File: config.mk
export PLATFORM = sky130hd
export DESIGN_NAME = render_sequencer
export DESIGN_NICKNAME = d
export VERILOG_FILES = /design/src/rtl/gpu_pkg.sv /design/src/rtl/key_debouncer.sv /design/src/rtl/render_sequencer.sv
export SDC_FILE = /design/constraint.sdc
export NUM_CORES = 1
export LEC_CHECK = 0
export BUFFER_PORTS_ARGS = -buffer_cell sky130_fd_sc_hd__buf_2
export CORE_MARGIN = 8
export CORE_UTILIZATION = 31
export CTS_BUF_LIST = sky130_fd_sc_hd__clkbuf_4 sky130_fd_sc_hd__clkbuf_8
export DETAILED_ROUTE_END_ITERATION = 8
export SYNTH_ARGS = -nofsm -noshare
export SYNTH_HDL_FRONTEND = slang
export SYNTH_HIERARCHICAL = 1
export SYNTH_SLANG_ARGS = --single-unit
File: constraint.sdc
create_clock -name MAX10_CLK1_50 -period 2.45 [get_ports MAX10_CLK1_50]
set_clock_uncertainty 0.2 [all_clocks]
set_input_delay 0.735 -clock MAX10_CLK1_50 [delete_from_list [all_inputs] [get_ports MAX10_CLK1_50]]
set_output_delay 0.735 -clock MAX10_CLK1_50 [all_outputs]
set_load 0.02 [all_outputs]
File: src/rtl/gpu_pkg.sv
// gpu_pkg: types and constants shared by the GPU frame-control blocks.
//   seq_state_t      - render_sequencer state encoding
//   ZB_CLEAR_VALUE   - z-buffer clear word (all ones = farthest depth);
//                      users take the low ZB_DATA_W bits
//   SCREEN_W/H       - default screen size, giving the default z-buffer depth
package gpu_pkg;

    localparam int unsigned SCREEN_W         = 320;
    localparam int unsigned SCREEN_H         = 240;
    localparam int unsigned ZB_DEPTH_DEFAULT = SCREEN_W * SCREEN_H;

    localparam logic [31:0] ZB_CLEAR_VALUE = 32'hFFFF_FFFF;

    typedef enum logic [2:0] {
        ST_IDLE  = 3'd0,
        ST_ARMED = 3'd1,
        ST_CLEAR = 3'd2,
        ST_SETUP = 3'd3,
        ST_START = 3'd4,
        ST_WAIT  = 3'd5,
        ST_NEXT  = 3'd6,
        ST_SWAP  = 3'd7
    } seq_state_t;

    // Every state outside the key-handling pair counts as busy.
    function automatic logic is_busy_state(input seq_state_t s);
        return (s != ST_IDLE) && (s != ST_ARMED);
    endfunction

endpackage

File: src/rtl/key_debouncer.sv
// key_debouncer: counts consecutive cycles a key is held while enabled and,
// on release, emits a one-cycle pulse saying whether the hold was long enough.
// Ports:
//   i_clk, i_reset : clock, synchronous active-high reset
//   i_enable       : counting allowed (counter is cleared while low)
//   i_key          : active-high key level
//   o_trigger      : one-cycle pulse, key released after >= HOLD_CYCLES cycles
//   o_reject       : one-cycle pulse, key released after a shorter hold
module key_debouncer #(
    parameter int unsigned HOLD_CYCLES = 16
) (
    input  logic i_clk,
    input  logic i_reset,
    input  logic i_enable,
    input  logic i_key,
    output logic o_trigger,
    output logic o_reject
);

    localparam int unsigned      CNT_W    = $clog2(HOLD_CYCLES + 1);
    localparam logic [CNT_W-1:0] HOLD_MAX = CNT_W'(HOLD_CYCLES);

    logic [CNT_W-1:0] r_cnt;
    logic             r_trigger;
    logic             r_reject;
    logic             w_release;

    // A release is only meaningful if at least one held cycle was counted.
    assign w_release = i_enable && !i_key && (r_cnt != {CNT_W{1'b0}});

    // Saturating hold counter and registered release verdicts.
    always_ff @(posedge i_clk) begin
        if (i_reset) begin
            r_cnt     <= {CNT_W{1'b0}};
            r_trigger <= 1'b0;
            r_reject  <= 1'b0;
        end else begin
            if (i_enable && i_key) begin
                if (r_cnt != HOLD_MAX) begin
                    r_cnt <= r_cnt + CNT_W'(1);
                end
            end else begin
                r_cnt <= {CNT_W{1'b0}};
            end
            r_trigger <= w_release && (r_cnt == HOLD_MAX);
            r_reject  <= w_release && (r_cnt != HOLD_MAX);
        end
    end

    assign o_trigger = r_trigger;
    assign o_reject  = r_reject;

endmodule

File: src/rtl/render_sequencer.sv
// render_sequencer: frame-level GPU controller. A debounced key press (or
// continuous mode) clears the z-buffer, issues one rasterizer start per
// triangle, then swaps front/back buffers on a vsync falling edge.
// Ports:
//   MAX10_CLK1_50 : clock;  reset : synchronous active-high
//   user_key      : trigger key (active high), ignored while busy
//   continuous    : restart a frame after each swap (sampled at swap)
//   vga_vs        : vertical sync, active low
//   raster_done   : rasterizer completion level (sampled only in WAIT)
//   raster_start  : one-cycle rasterizer start pulse
//   tri_idx       : current triangle index
//   zb_clr_we/addr/data : z-buffer clear write port
//   buffer_select : displayed frame buffer
//   busy          : high outside IDLE/ARMED
//   frame_count   : completed swaps (wraps)
//   timeout_err   : sticky rasterizer-timeout flag
module render_sequencer
    import gpu_pkg::*;
#(
    parameter int unsigned NUM_TRI         = 2,
    parameter int unsigned TRI_IDX_W       = (NUM_TRI > 1) ? $clog2(NUM_TRI) : 1,
    parameter int unsigned ZB_DEPTH        = ZB_DEPTH_DEFAULT,
    parameter int unsigned ZB_ADDR_W       = 17,
    parameter int unsigned ZB_DATA_W       = 6,
    parameter int unsigned DEBOUNCE_CYCLES = 16,
    parameter int unsigned RASTER_TIMEOUT  = 2000000
) (
    input  logic                 MAX10_CLK1_50,
    input  logic                 reset,
    input  logic                 user_key,
    input  logic                 continuous,
    input  logic                 vga_vs,
    input  logic                 raster_done,
    output logic                 raster_start,
    output logic [TRI_IDX_W-1:0] tri_idx,
    output logic                 zb_clr_we,
    output logic [ZB_ADDR_W-1:0] zb_clr_addr,
    output logic [ZB_DATA_W-1:0] zb_clr_data,
    output logic                 buffer_select,
    output logic                 busy,
    output logic [15:0]          frame_count,
    output logic                 timeout_err
);

    localparam int unsigned          TMO_W     = $clog2(RASTER_TIMEOUT + 1);
    localparam logic [TRI_IDX_W-1:0] LAST_TRI  = TRI_IDX_W'(NUM_TRI - 1);
    localparam logic [ZB_ADDR_W-1:0] LAST_ADDR = ZB_ADDR_W'(ZB_DEPTH - 1);
    localparam logic [TMO_W-1:0]     LAST_WAIT = TMO_W'(RASTER_TIMEOUT - 1);

    seq_state_t           r_state,       w_state_next;
    logic [TRI_IDX_W-1:0] r_tri_idx,     w_tri_idx_next;
    logic [ZB_ADDR_W-1:0] r_clr_addr,    w_clr_addr_next;
    logic [TMO_W-1:0]     r_wait_cnt,    w_wait_cnt_next;
    logic                 r_timeout_err, w_timeout_next;
    logic                 r_buf_sel,     w_buf_sel_next;
    logic [15:0]          r_frame_cnt,   w_frame_cnt_next;
    logic                 r_vs_prev;
    logic                 r_raster_start;
    logic                 r_zb_clr_we;
    logic                 r_busy;

    logic w_key_enable;
    logic w_trigger;
    logic w_reject;
    logic w_vs_fall;

    // The debouncer only runs in IDLE/ARMED, so the key is ignored while busy.
    assign w_key_enable = (r_state == ST_IDLE) || (r_state == ST_ARMED);
    assign w_vs_fall    = r_vs_prev && !vga_vs;

    key_debouncer #(
        .HOLD_CYCLES (DEBOUNCE_CYCLES)
    ) u_key_debouncer (
        .i_clk     (MAX10_CLK1_50),
        .i_reset   (reset),
        .i_enable  (w_key_enable),
        .i_key     (user_key),
        .o_trigger (w_trigger),
        .o_reject  (w_reject)
    );

    // Next-state and next-datapath logic for the frame sequencer.
    always_comb begin
        w_state_next     = r_state;
        w_tri_idx_next   = r_tri_idx;
        w_clr_addr_next  = r_clr_addr;
        w_wait_cnt_next  = {TMO_W{1'b0}};
        w_timeout_next   = r_timeout_err;
        w_buf_sel_next   = r_buf_sel;
        w_frame_cnt_next = r_frame_cnt;
        case (r_state)
            ST_IDLE: begin
                if (user_key) begin
                    w_state_next = ST_ARMED;
                end else begin
                    w_state_next = ST_IDLE;
                end
            end
            ST_ARMED: begin
                if (w_trigger) begin
                    w_state_next    = ST_CLEAR;
                    w_tri_idx_next  = {TRI_IDX_W{1'b0}};
                    w_clr_addr_next = {ZB_ADDR_W{1'b0}};
                end else if (w_reject) begin
                    w_state_next = ST_IDLE;
                end else begin
                    w_state_next = ST_ARMED;
                end
            end
            ST_CLEAR: begin
                if (r_clr_addr == LAST_ADDR) begin
                    w_state_next    = ST_SETUP;
                    w_clr_addr_next = {ZB_ADDR_W{1'b0}};
                end else begin
                    w_clr_addr_next = r_clr_addr + ZB_ADDR_W'(1);
                end
            end
            ST_SETUP: w_state_next = ST_START;
            ST_START: w_state_next = ST_WAIT;
            ST_WAIT: begin
                if (raster_done) begin
                    w_state_next = ST_NEXT;
                end else if (r_wait_cnt == LAST_WAIT) begin
                    w_state_next   = ST_NEXT;
                    w_timeout_next = 1'b1;
                end else begin
                    w_wait_cnt_next = r_wait_cnt + TMO_W'(1);
                end
            end
            ST_NEXT: begin
                if (r_tri_idx == LAST_TRI) begin
                    w_state_next = ST_SWAP;
                end else begin
                    w_tri_idx_next = r_tri_idx + TRI_IDX_W'(1);
                    w_state_next   = ST_SETUP;
                end
            end
            ST_SWAP: begin
                // Only a real high-to-low transition swaps, so entering with
                // vsync already low waits for the next frame's edge.
                if (w_vs_fall) begin
                    w_buf_sel_next   = !r_buf_sel;
                    w_frame_cnt_next = r_frame_cnt + 16'd1;
                    if (continuous) begin
                        w_state_next    = ST_CLEAR;
                        w_tri_idx_next  = {TRI_IDX_W{1'b0}};
                        w_clr_addr_next = {ZB_ADDR_W{1'b0}};
                    end else begin
                        w_state_next = ST_IDLE;
                    end
                end else begin
                    w_state_next = ST_SWAP;
                end
            end
            default: w_state_next = ST_IDLE;
        endcase
    end

    // State/datapath registers; strobes are decoded from the next state so
    // they are registered yet aligned with the state they belong to.
    always_ff @(posedge MAX10_CLK1_50) begin
        if (reset) begin
            r_state        <= ST_IDLE;
            r_tri_idx      <= {TRI_IDX_W{1'b0}};
            r_clr_addr     <= {ZB_ADDR_W{1'b0}};
            r_wait_cnt     <= {TMO_W{1'b0}};
            r_timeout_err  <= 1'b0;
            r_buf_sel      <= 1'b0;
            r_frame_cnt    <= 16'd0;
            r_vs_prev      <= 1'b1;
            r_raster_start <= 1'b0;
            r_zb_clr_we    <= 1'b0;
            r_busy         <= 1'b0;
        end else begin
            r_state        <= w_state_next;
            r_tri_idx      <= w_tri_idx_next;
            r_clr_addr     <= w_clr_addr_next;
            r_wait_cnt     <= w_wait_cnt_next;
            r_timeout_err  <= w_timeout_next;
            r_buf_sel      <= w_buf_sel_next;
            r_frame_cnt    <= w_frame_cnt_next;
            r_vs_prev      <= vga_vs;
            r_raster_start <= (w_state_next == ST_START);
            r_zb_clr_we    <= (w_state_next == ST_CLEAR);
            r_busy         <= is_busy_state(w_state_next);
        end
    end

    assign raster_start  = r_raster_start;
    assign tri_idx       = r_tri_idx;
    assign zb_clr_we     = r_zb_clr_we;
    assign zb_clr_addr   = r_clr_addr;
    assign zb_clr_data   = ZB_CLEAR_VALUE[ZB_DATA_W-1:0];
    assign buffer_select = r_buf_sel;
    assign busy          = r_busy;
    assign frame_count   = r_frame_cnt;
    assign timeout_err   = r_timeout_err;

endmodule

After elaboration in Yosys (flattened, before gate mapping)
Cells that the tools add are included.

Add/subtract/negate cells: 5. Eq/ne operators: 17. Muxes and demuxes: 20. Bitwise gates (word level): 3. Reduce and logical (&&, ||, !) cells: 22.

Operator list (number): two-way mux 17 bit (4); case mux 17 bit (3 select lines) (1); case mux 3 bit (8 select lines) (1); adder 21 x 1 -> 21 bit (second input constant) (1); == test 21 bit (second input constant) (1); adder 17 x 1 -> 17 bit (second input constant) (1); == test 17 bit (second input constant) (1); adder 16 x 1 -> 16 bit (second input constant) (1); == test 3 bit (second input constant) (5); two-way mux 3 bit (5); == test 3 x 2 -> 1 bit (second input constant) (3); nonzero test 3 bit (3); AND reduction 4 bit (2); logical AND 1 bit (7); two-way mux 1 bit (6); adder 5 x 1 -> 5 bit (second input constant) (1); == test 5 bit (second input constant) (1); != test 5 bit (second input constant) (1); nonzero test 5 bit (1); two-way mux 2 bit (2); != test 2 bit (second input constant) (2); OR reduction 4 bit (1); == test 3 x 1 -> 1 bit (second input constant) (1); logical NOT 1 bit (3); other kinds (10) (12).

Bits in registers: 71. Output and inout port bits: 45.

Longest topological paths before layout
Gate-level depths: netlist of the first run.

Word-level depth: 6. Depth in mapped cells: 8. Mapped depth without buffers: 6.

Hierarchy
Netlist of the first run, hierarchy kept.

Modules (own cells, without submodules): render_sequencer (times used 1, cells an instance 353, area each 3017.9 um2); key_debouncer (times used 1, cells an instance 30, area each 307.8 um2).

Worst setup path before layout of the first run
OpenSTA, ideal clock, no wires.

Kind: input port to flip-flop. From: input port vga_vs. To: register r_clr_addr[11] (netlist: zb_clr_addr[11]). Arrival: 2.047 ns. Data required time: 2.135 ns. Slack: 0.089 ns. Cell stages on the path: 7. Path buffers: 2. Cells stage by stage: nand3b_2 or3_1 buf_2 and2_1 o21bai_2 buf_4 nor2_1.

Cells in the longest elaborated chain, start to end: 4.

Ends and longest elaborated chain: from (decl) (RTL line render_sequencer.sv:32) `input logic vga_vs,`; logical NOT 1 bit (RTL line render_sequencer.sv:69) `assign w_vs_fall = r_vs_prev && !vga_vs;`; logical AND 1 bit (RTL line render_sequencer.sv:69); != test 2 bit (no line); AND reduction 4 bit (no line); to (signal assigned) (RTL line render_sequencer.sv:165) `r_clr_addr <= {ZB_ADDR_W{1'b0}};`; to (signal assigned) (RTL line render_sequencer.sv:177) `r_clr_addr <= w_clr_addr_next;`; to (decl) (RTL line render_sequencer.sv:52) `logic [ZB_ADDR_W-1:0] r_clr_addr, w_clr_addr_next;`.

Every way passes these cells. A chain may end at the register's enable or synchronous reset.

Final worst setup path of the first run
From: register r_clr_addr[1] (netlist: zb_clr_addr[1]). To: register r_raster_start (netlist: raster_start).

Cells in the longest elaborated chain, start to end: 4.

Ends and longest elaborated chain: == test 17 bit (RTL line render_sequencer.sv:111) `if (r_clr_addr == LAST_ADDR) begin`; two-way mux 3 bit (RTL line render_sequencer.sv:111); case mux 3 bit (8 select lines) (RTL line render_sequencer.sv:91) `case (r_state)`; == test 3 bit (RTL line render_sequencer.sv:183) `r_raster_start <= (w_state_next == ST_START);`; to (signal assigned) (RTL line render_sequencer.sv:183); to (decl) (RTL line render_sequencer.sv:58) `logic r_raster_start;`.

Every way passes these cells.

==> results.md, run 1 <==
- N_diodes: 0
- Crit. End Element: register
- Layout cells sized above 1: 21.06%
- CP startpoint kind: register
- Clock Latency Late Sink: 0.34 ns
- Final #Nets: 458
- Min-Delay Path Class: reg2reg
- P_leak: 1.546 nW
- 1st-iter DRT viols: 117
- Slowest cell on the critical path: or3_4
- Drt wl/cell: 12.29 um
- Largest net degree at the start of global routing: 22
- Synth top area cells: dfxtp_1 43%, nor2_1 8.5%, xor2_1 7.4%
- Std-Cell Rows: 38
- Overall global routing resource usage: 10.43%
- Unrepaired setup endpoints after global routing: false
- Buffers from clock root to sink, at most: 2
- Post-CTS setup buffers: 0
- Total CTS buffers: 9
- Total power: 2.230 mW
- Max incr delay on CP: 0.44 ns
- H-tree Lvls: 3
- Hold Vio Cnt, Final: 0
- Logic pwr share: 2.3%
- Routability cong.: 0.8059
- Int Power: 1.779 mW
- CP Cell Sequence: ha_1 -> nand4_1 -> or3_4 -> or3_1 -> o211a_1 -> and3_1
- DRC violations left: 0
- Post-DRT Antenna Nets: 0
- Flops & latches, synth: 71
- Vias: 2793
- Hold_buf cts: 0
- Clock network fraction of design power: 45.5%
- Vias per inst: 4.726
- Core Box Area: 0.01065 mm2
- Fmax: 432.4 MHz
- Synth Cell Area: 0.003326 mm2
- Fin crit share: 94.40%
- CTS resizes: 0
- Arr. time, crit path: 2.34 ns
- Grt total ovfl: 0
- Syn Area/Cell: 8.683 um2
- CTS tree: done
- Number of flops mapped to enable cells by yosys: 0
- Asr flop ratio synth: 0%
- First-pass GRT wire length: 12520 um
- Slew Viols, Final: 0
- Worst setup path class: reg2reg
- Final TNS setup: 0 ns
- Fin util: 37.70%
- Max cap viols: 0
- Sink Count: 71
- Worst vdd ir: 0.2861 mV
- Number of setup violations in the final report: 0
- Drt total wl: 7265 um
- Die H: 119.6 um
- Tmin final: 2.313 ns
- Flop pwr share: 52.2%
- Post-synth top area share: 42.74%
- Area leader, netlist: dfxtp_1
- Pre-antenna DRT Iters: 4
- CP bufs+invs: 0
- Initial antenna violation count: 1
- WP data required: 2.48 ns
- Outcome: complete, no violations
- Die Wd: 119.6 um
- CTS root buf: clkbuf_8
- I/O Buffers: 44
- Hold WS: 0.2681 ns
- Clk pin slew, worst setup/hold paths: 0.07 ns
- PD cells: 555.4 mW/mm2
- Main flop type after synthesis: dfxtp_1
- Post-Synthesis Cells: 383
- Worst-path maximum fanout: 5
- Area Overhead vs Synth: 20.73%
- Cell variety after synth: 52
- Starting Density: 31.23%
- Die area: 0.01430 mm2
- Top Family by Delay on Critical Path: simple AND/OR/NAND/NOR gates
- Boundary pin count: 51
- Hpwl dp: 5461 um
- Ys Warns: 6
- Sw power: 451.0 uW
- Register area share after synthesis: 42.74%
- Number of global-route vias before repair: 2735
- Sw Ratio: 20.23%
[through the flow]
| stage | cells | worst slack [ns] | area [um2] |
|---|---|---|---|
| finish | 591 | 0.1372 | 4015 |
| global placement | 576 | -0.04427 | 3800 |
| floorplan | 388 | 0.08852 | 3344 |
| CTS | 591 | 0.1261 | 4015 |
| global route | 591 | 0.01432 | 4015 |
| detailed placement | 576 | -0.05923 | 3800 |
[worst reg2reg max path, stage by stage (launching register included)]
cell and delay [ns]:
dfxtp_1 0.34, ha_1 0.22, nand4_1 0.18, or3_4 0.44, or3_1 0.38, o211a_1 0.27
and3_1 0.18
[power groups by stage]
| stage | clock network [mW] | logic, mW | registers, mW |
|---|---|---|---|
| 2_1_floorplan | 0 | 0.0474 | 1.19 |
| 3_3_place_gp | 0 | 0.0513 | 1.19 |
| 3_5_place_dp | 0 | 0.0517 | 1.19 |
| 4_1_cts | 1.04 | 0.0520 | 1.16 |
| 5_1_grt | 1.10 | 0.0584 | 1.16 |
| 6_report | 1.01 | 0.0516 | 1.16 |
[synth_stat cells (2+ instances only)]
cell,instances
nor2_1,75
dfxtp_1,71
xor2_1,28
xnor2_1,26
nand2_1,25
nand3_1,22
nand4_1,15
a21oi_1,14
inv_1,11
buf_4,8
clkbuf_1,7
nor4_1,7
and3_1,5
ha_1,5
a211oi_1,4
and4_1,4
o21ai_0,4
or2_2,4
a2111oi_1,3
a31oi_1,3
and2_1,3
buf_2,3
nor2b_1,3
nor4b_1,3
nand3b_1,2
or3_1,2
[logic make-up after synthesis]
kind of cell             synth area share (%)
other                                  0.1128
flip-flops                              42.74
buffers and inverters                   4.628
AO/OA/AOI/OAI                           7.374
multiplexers                           0.6396
AND/OR/NAND/NOR                         28.41
XOR/XNOR                                14.22
adder cells (fa/ha/maj)                 1.881
[placed cells by master, fill, tap and decap left out, types with 2 or more instances in the layout]
| cell type | n |
|---|---|
| and4_1 | 4 |
| nand4_1 | 15 |
| buf_4 | 23 |
| o21ai_0 | 4 |
| a31oi_1 | 3 |
| nand3b_1 | 2 |
| nor2_1 | 75 |
| clkinv_2 | 2 |
| a211oi_1 | 4 |
| a21oi_1 | 14 |
| nor4_1 | 7 |
| and3_1 | 5 |
| or2_2 | 4 |
| ha_1 | 5 |
| xnor2_1 | 26 |
| a2111oi_1 | 3 |
| buf_2 | 44 |
| or3_1 | 2 |
| and2_1 | 3 |
| dfxtp_1 | 71 |
| bufinv_16 | 2 |
| nand3_1 | 22 |
| inv_1 | 11 |
| nand2_1 | 25 |
| clkbuf_8 | 10 |
| conb_1 | 6 |
| nor2b_1 | 3 |
| nor4b_1 | 3 |
| xor2_1 | 28 |
[flip-flops by register name, indices dropped and copies added (netlist names), 3 cells and up]
name                   flops
r_wait_cnt                21
frame_count               16
u_key_debouncer/r_cnt      5
zb_clr_addr               17
r_state                    3
[worst paths after layout]
| check | from | endpoint | slack [ns] | cells after the start |
|---|---|---|---|---|
| setup / recovery | zb_clr_addr[1]$_SDFFE_PP0P_ | raster_start$_SDFF_PP0_ | 0.14 | 6 |
| hold / removal | r_wait_cnt[0]$_SDFF_PP0_ | r_wait_cnt[0]$_SDFF_PP0_ | 0.27 | 1 |
| setup reg to reg | zb_clr_addr[1]$_SDFFE_PP0P_ | raster_start$_SDFF_PP0_ | 0.14 | 6 |
| hold reg to reg | r_wait_cnt[0]$_SDFF_PP0_ | r_wait_cnt[0]$_SDFF_PP0_ | 0.27 | 1 |
[per-layer routing]
metal	wire (um)	global-route usage, %
met2	3239	16.24
met3	464	3.758
met5	8	0
met1	3450	12.84
met4	102	4.215
[final cells by class]
class                      count  area, um2
timing repair buffer          67      392.9
clock inverter                 4      70.07
fill                        1096       6635
sequential                    71       1421
multi-input combinational    287       1769
tap                          140      175.2
clock buffer                  11      145.1
inverter                      11      41.29
(Power assumes the default switching activity.)
==> run 2: changes to the inputs <==
Settings changed: PLACE_DENSITY set to 0.53.
==> results.md, run 2 (synthesis results as in run 1) <==
- Worst vdd ir: 0.2468 mV (-14%)
- Multi-input gate area: 0.001773 mm2 (+0.21%)
- Tightest Pin Transition: 0.5308 ns
- Fin crit share: 93.45% (-0.95 points)
- Post-DRT Antenna Nets: 0 (unchanged)
- Final worst setup slack: 0.1604 ns (+0.02326 ns)
- Slew Viols, Final: 0 (unchanged)
- Total CTS buffers: 9 (unchanged)
- DRC violations left: 0 (unchanged)
- Highest metal used: met4
- Hold Vio Cnt, Final: 0 (unchanged)
- Routed met1 length: 3672 um (+6.4%)
- CP bufs+invs: 0 (unchanged)
- Routed wl met3: 475 um (+2.4%)
- Hold_buf cts: 0 (unchanged)
- Die area: 0.01430 mm2 (unchanged)
- Max-slew headroom: 64.61%
- First-pass GRT wire length: 12810 um (+2.3%)
- Worst-path maximum fanout: 5 (unchanged)
- Number of global-route vias before repair: 2693 (-1.5%)
- Std-Cell Rows: 38 (unchanged)
- PD cells: 562.6 mW/mm2 (+1.3%)
- Drt total wl: 7583 um (+4.4%)
- Initial antenna violation count: 0 (-1)
- Routability cong.: 0.7945 (-1.4%)
- I/O Buffers: 44 (unchanged)
- Worst setup path class: reg2reg
- Place WS: -0.1100 ns (-0.05079 ns)
- WP data required: 2.48 ns (about the same)
- H-tree Lvls: 3 (unchanged)
- Unrepaired setup endpoints after global routing: false
- Buffers from clock root to sink, at most: 2 (unchanged)
- Register area: 0.001421 mm2 (unchanged)
- R2R depth: 6 (unchanged)
- Outcome: complete, no violations
- Post-CTS setup buffers: 0 (unchanged)
- Commonest non-fill, non-tap cell in the layout: nor2_1
- 1st-iter DRT viols: 117 (unchanged)
- Core Box Area: 0.01065 mm2 (unchanged)
- Starting Density: 31.23% (unchanged)
- Max incr delay on CP: 0.44 ns (about the same)
- Drt wl/cell: 12.85 um (+4.6%)
- Final std cells w/o fill: 590 (-0.17%)
- Final Cell Area: 0.004021 mm2 (+0.16%)
- Fmax: 436.8 MHz (+1.0%)
- Tmin final: 2.290 ns (-0.02326 ns)
- Clock Latency Late Sink: 0.35 ns (about the same)
- Flip-flop count of the largest register after layout: 21 (unchanged)
- Cells on Worst Hold Path: 1 (unchanged)
- Reg with most FFs: r_wait_cnt
- Final #Nets: 456 (-0.44%)
- CP startpoint kind: register
- Most frequent cells in the layout: 75 x nor2_1, 71 x dfxtp_1, 44 x buf_2, 28 x xor2_1, 26 x xnor2_1
- Vias per inst: 4.671 (-1.2%)
- Layout cells sized above 1: 21.11% (+0.047 points)
- CTS resizes: 0 (unchanged)
- Grt total ovfl: 0 (unchanged)
- Max cap viols: 0 (unchanged)
- CTS tree: done
- Slowest cell on the critical path: or3_4
- Top Family by Delay on Critical Path: simple AND/OR/NAND/NOR gates
- Hold EP: r_wait_cnt[0]$_SDFF_PP0_
- Number of setup violations in the final report: 0 (unchanged)
- RR Startpoint: zb_clr_addr[0]$_SDFFE_PP0P_
- Pre-antenna DRT Iters: 4 (unchanged)
- Fillcell total: 1125 (+2.6%)
- Sink Count: 71 (unchanged)
- Area of placed instances: 0.003797 mm2 (about the same)
- Arr. time, crit path: 2.32 ns (-0.02 ns)
- Largest net degree at the start of global routing: 22 (unchanged)
- Boundary pin count: 51 (unchanged)
- Crit. End Element: register
- Vias: 2756 (-1.3%)
- Die H: 119.6 um (unchanged)
- Die Wd: 119.6 um (unchanged)
- Cell count after placement: 574 (-0.35%)
- CP Cell Sequence: ha_1 -> nand4_1 -> or3_4 -> or3_1 -> o211a_1 -> nor4b_1
- Overall global routing resource usage: 10.91% (+0.49 points)
- Reg2Reg Capture Point: zb_clr_we$_SDFF_PP0_
- Hold_sp: r_wait_cnt[0]$_SDFF_PP0_
- WL met2: 3357 um (+3.6%)
- Min-Delay Path Class: reg2reg
- Hpwl dp: 5582 um (+2.2%)
- CTS root buf: clkbuf_8
- Clk pin slew, worst setup/hold paths: 0.08 ns (about the same)
- Reg2Reg Setup Slack: 0.16 ns (+0.02 ns)
- P_leak: 1.532 nW (-0.93%)
- N_diodes: 0 (unchanged)
- Area Overhead vs Synth: 20.92%
==> run 2: cell count changes in the layout (fill, tap and decap cells not counted) <==
| cell | previous run | this run |
|---|---|---|
| clkinvlp_4 | 0 | 3 |
| clkbuf_4 | 1 | 0 |
| a21oi_1 | 14 | 13 |
| clkinv_2 | 2 | 1 |
| buf_4 | 23 | 20 |
| inv_6 | 0 | 1 |
| a21oi_2 | 0 | 1 |
| buf_12 | 0 | 1 |
| clkbuf_8 | 10 | 9 |
==> run 2: where the power goes <==
| part | total, mW | switching [mW] | internal, mW |
|---|---|---|---|
| Combinational | 0.0545 | 0.0359 | 0.0186 |
| Sequential | 1.16 | 0.00579 | 1.16 |
| Clock | 1.05 | 0.471 | 0.574 |
==> run 2: per-layer routing <==
metal | vias to the layer above | global-route usage, %
met3 | 9 | 4.603
met4 | 0 | 3.747
met2 | 53 | 16.31
met1 | 1274 | 13.82
met5 | - | 0
li1 | 1420 | -
==> run 2: area by class of cell <==
| type | count | share of cell area, % |
|---|---|---|
| flip-flops and latches | 71 | 35.35 |
| clock buffers | 9 | 3.080 |
| inverters | 11 | 1.027 |
| well taps | 140 | 4.356 |
| multi-input cells | 287 | 44.09 |
| clock inverters | 7 | 2.396 |
| repair buffers | 65 | 9.708 |
==> run 2: metrics by stage <==
stage | TNS [ns] | total power [mW] | util (%) | hold WS, ns
after floorplan | 0 | 1.234 | - | 0.2300
after CTS | 0 | 2.297 | 37.72 | 0.2726
after global routing | 0 | 2.363 | 37.76 | 0.3240
final | 0 | 2.263 | 37.76 | 0.2686
after detailed placement | -0.8352 | 1.245 | 35.66 | 0.2547
after global placement | -0.3154 | 1.244 | 35.66 | 0.2468
==> run 2: worst max-delay path by stage <==
| stage | start | cells past startpoint | to |
|---|---|---|---|
| 3_3_place_gp | vga_vs | 6 | zb_clr_addr[7]$_SDFFE_PP0P_ |
| 3_5_place_dp | vga_vs | 6 | zb_clr_addr[13]$_SDFFE_PP0P_ |
| 5_1_grt | r_state[0]$_SDFF_PP0_ | 5 | zb_clr_addr[13]$_SDFFE_PP0P_ |
| 2_1_floorplan | vga_vs | 7 | zb_clr_addr[11]$_SDFFE_PP0P_ |
| 4_1_cts | r_state[2]$_SDFF_PP0_ | 6 | zb_clr_addr[0]$_SDFFE_PP0P_ |
| 6_report | zb_clr_addr[0]$_SDFFE_PP0P_ | 6 | zb_clr_we$_SDFF_PP0_ |
==> run 3: changes to the inputs <==
Settings changed: CTS_BUF_LIST sky130_fd_sc_hd__clkbuf_4 sky130_fd_sc_hd__clkbuf_8 to sky130_fd_sc_hd__clkbuf_16.
==> results.md, run 3 (synthesis results as in run 1) <==
- Outcome: complete, no violations
- Arr. time, crit path: 2.29 ns (-0.03 ns)
- Fillcell total: 1109 (-1.4%)
- Max incr delay on CP: 0.44 ns (about the same)
- Layout cells sized above 1: 21.11% (unchanged)
- Tightest Pin Transition: 0.5296 ns (-0.001137 ns)
- CP startpoint kind: register
- Tmin final: 2.281 ns (-0.008431 ns)
- Grt total ovfl: 0 (unchanged)
- Overall global routing resource usage: 10.96% (+0.048 points)
- Commonest non-fill, non-tap cell in the layout: nor2_1
- Largest net degree at the start of global routing: 22 (unchanged)
- Max cap viols: 0 (unchanged)
- Fmax: 438.4 MHz (+0.37%)
- Starting Density: 31.23% (unchanged)
- Most frequent cells in the layout: 75 x nor2_1, 71 x dfxtp_1, 44 x buf_2, 28 x xor2_1, 26 x xnor2_1
- CP bufs+invs: 0 (unchanged)
- Worst vdd ir: 0.2946 mV (+19%)
- Number of setup violations in the final report: 0 (unchanged)
- Clock Latency Late Sink: 0.33 ns (-0.02 ns)
- Initial antenna violation count: 0 (unchanged)
- Top Family by Delay on Critical Path: simple AND/OR/NAND/NOR gates
- Die Wd: 119.6 um (unchanged)
- DRC violations left: 0 (unchanged)
- Place WS: -0.1100 ns (unchanged)
- Slowest cell on the critical path: or3_4
- Sink Count: 71 (unchanged)
- Routability cong.: 0.7945 (unchanged)
- Crit. End Element: register
- Drt total wl: 7596 um (+0.17%)
- H-tree Lvls: 3 (unchanged)
- 1st-iter DRT viols: 104 (-11%)
- Clk pin slew, worst setup/hold paths: 0.06 ns (-0.02 ns)
- Final #Nets: 456 (unchanged)
- I/O Buffers: 44 (unchanged)
- Number of global-route vias before repair: 2701 (+0.30%)
- Die H: 119.6 um (unchanged)
- Drt wl/cell: 12.87 um (+0.17%)
- CP Cell Sequence: ha_1 -> nand4_1 -> or3_4 -> or3_1 -> o211a_1 -> nor4b_1
- Area Overhead vs Synth: 23.97%
- Hold WS: 0.2648 ns (-0.003805 ns)
- Total CTS buffers: 9 (unchanged)
- N_diodes: 0 (unchanged)
- Pre-antenna DRT Iters: 4 (unchanged)
- Hpwl dp: 5582 um (unchanged)
- Vias: 2771 (+0.54%)
- Worst-path maximum fanout: 5 (unchanged)
- Vias per inst: 4.697 (+0.54%)
- Worst setup path class: reg2reg
- CTS root buf: clkbuf_16
- Die area: 0.01430 mm2 (unchanged)
- Post-DRT Antenna Nets: 0 (unchanged)
- Core Box Area: 0.01065 mm2 (unchanged)
- Buffers from clock root to sink, at most: 2 (unchanged)
- Fin util: 38.71% (+0.95 points)
- Fin crit share: 93.11% (-0.34 points)
- Reg with most FFs: r_wait_cnt
- Final worst setup slack: 0.1689 ns (+0.008431 ns)
- Hold Vio Cnt, Final: 0 (unchanged)
- Slew Viols, Final: 0 (unchanged)
- Boundary pin count: 51 (unchanged)
- P_leak: 1.578 nW (+3.0%)
- Std-Cell Rows: 38 (unchanged)
- CTS tree: done
- Unrepaired setup endpoints after global routing: false
- PD cells: 636.9 mW/mm2 (+13%)
- Max-slew headroom: 64.69% (+0.076 points)
- First-pass GRT wire length: 12860 um (+0.37%)
- WP data required: 2.46 ns (-0.02 ns)
- Flip-flop count of the largest register after layout: 21 (unchanged)
- Hold_buf cts: 0 (unchanged)
- Min-Delay Path Class: reg2reg
==> run 3: cell counts in the layout (fill, tap and decap cells not counted) <==
No cell type changed its count.
==> run 3: repair_timing <==
item,4_1_cts,5_1_grt
endpoints found under the setup margin,0,16
setup buffers,0,0
resized for setup,0,1
==> run 3: path summary, 6_finish.rpt <==
path,start,cells after the start,slack [ns],end
worst max-delay path,zb_clr_addr[1]$_SDFFE_PP0P_,6,0.17,zb_clr_we$_SDFF_PP0_
worst min-delay path,r_wait_cnt[0]$_SDFF_PP0_,1,0.26,r_wait_cnt[0]$_SDFF_PP0_
worst min register to register,r_wait_cnt[0]$_SDFF_PP0_,1,0.26,r_wait_cnt[0]$_SDFF_PP0_
worst max register to register,zb_clr_addr[1]$_SDFFE_PP0P_,6,0.17,zb_clr_we$_SDFF_PP0_
==> run 3: metal layers <==
| metal | track usage, % | vias to the layer above | share of wire (%) | routed length [um] |
|---|---|---|---|---|
| li1 | - | 1428 | - | - |
| met1 | 13.90 | 1282 | 48 | 3677 |
| met2 | 16.28 | 48 | 44 | 3364 |
| met3 | 4.321 | 13 | 5.9 | 445 |
| met4 | 4.450 | 0 | 1.4 | 109 |
| met5 | 0 | - | 0 | 0 |
==> run 3: layout make-up <==
cell class / count / area (um2) / share of cell area [%]
Inverter: 11 / 41.29 / 1.002
Clock inverter: 7 / 96.34 / 2.337
Timing Repair Buffer: 65 / 390.4 / 9.469
Tap cell: 140 / 175.2 / 4.249
Multi-Input combinational cell: 287 / 1773 / 43.00
Sequential cell: 71 / 1421 / 34.48
Clock buffer: 9 / 225.2 / 5.463
==> run 3: report_power, final <==
part	total (mW)	internal (mW)	leakage [nW]	switching [mW]
clock	1.41	0.892	0.148	0.515
combinational	0.0543	0.0186	0.857	0.0357
sequential	1.16	1.16	0.573	0.00578
total	2.63	2.07	1.58	0.556
==> run 3: worst register-to-register path, stage by stage (launching register included) <==
cell and delay (ns):
dfxtp_1 0.34, ha_1 0.22, nand4_1 0.19, or3_4 0.44, or3_1 0.36, o211a_1 0.26, nor4b_1 0.15
==> run 3: metrics by stage <==
stage | instance area (um2) | instances | TNS [ns] | power [mW]
3_3_place_gp | 3797 | 574 | -0.3154 | 1.244
2_1_floorplan | 3344 | 388 | 0 | 1.234
5_1_grt | 4123 | 590 | 0 | 2.725
4_1_cts | 4119 | 590 | 0 | 2.660
3_5_place_dp | 3797 | 574 | -0.8352 | 1.245
6_report | 4123 | 590 | 0 | 2.626
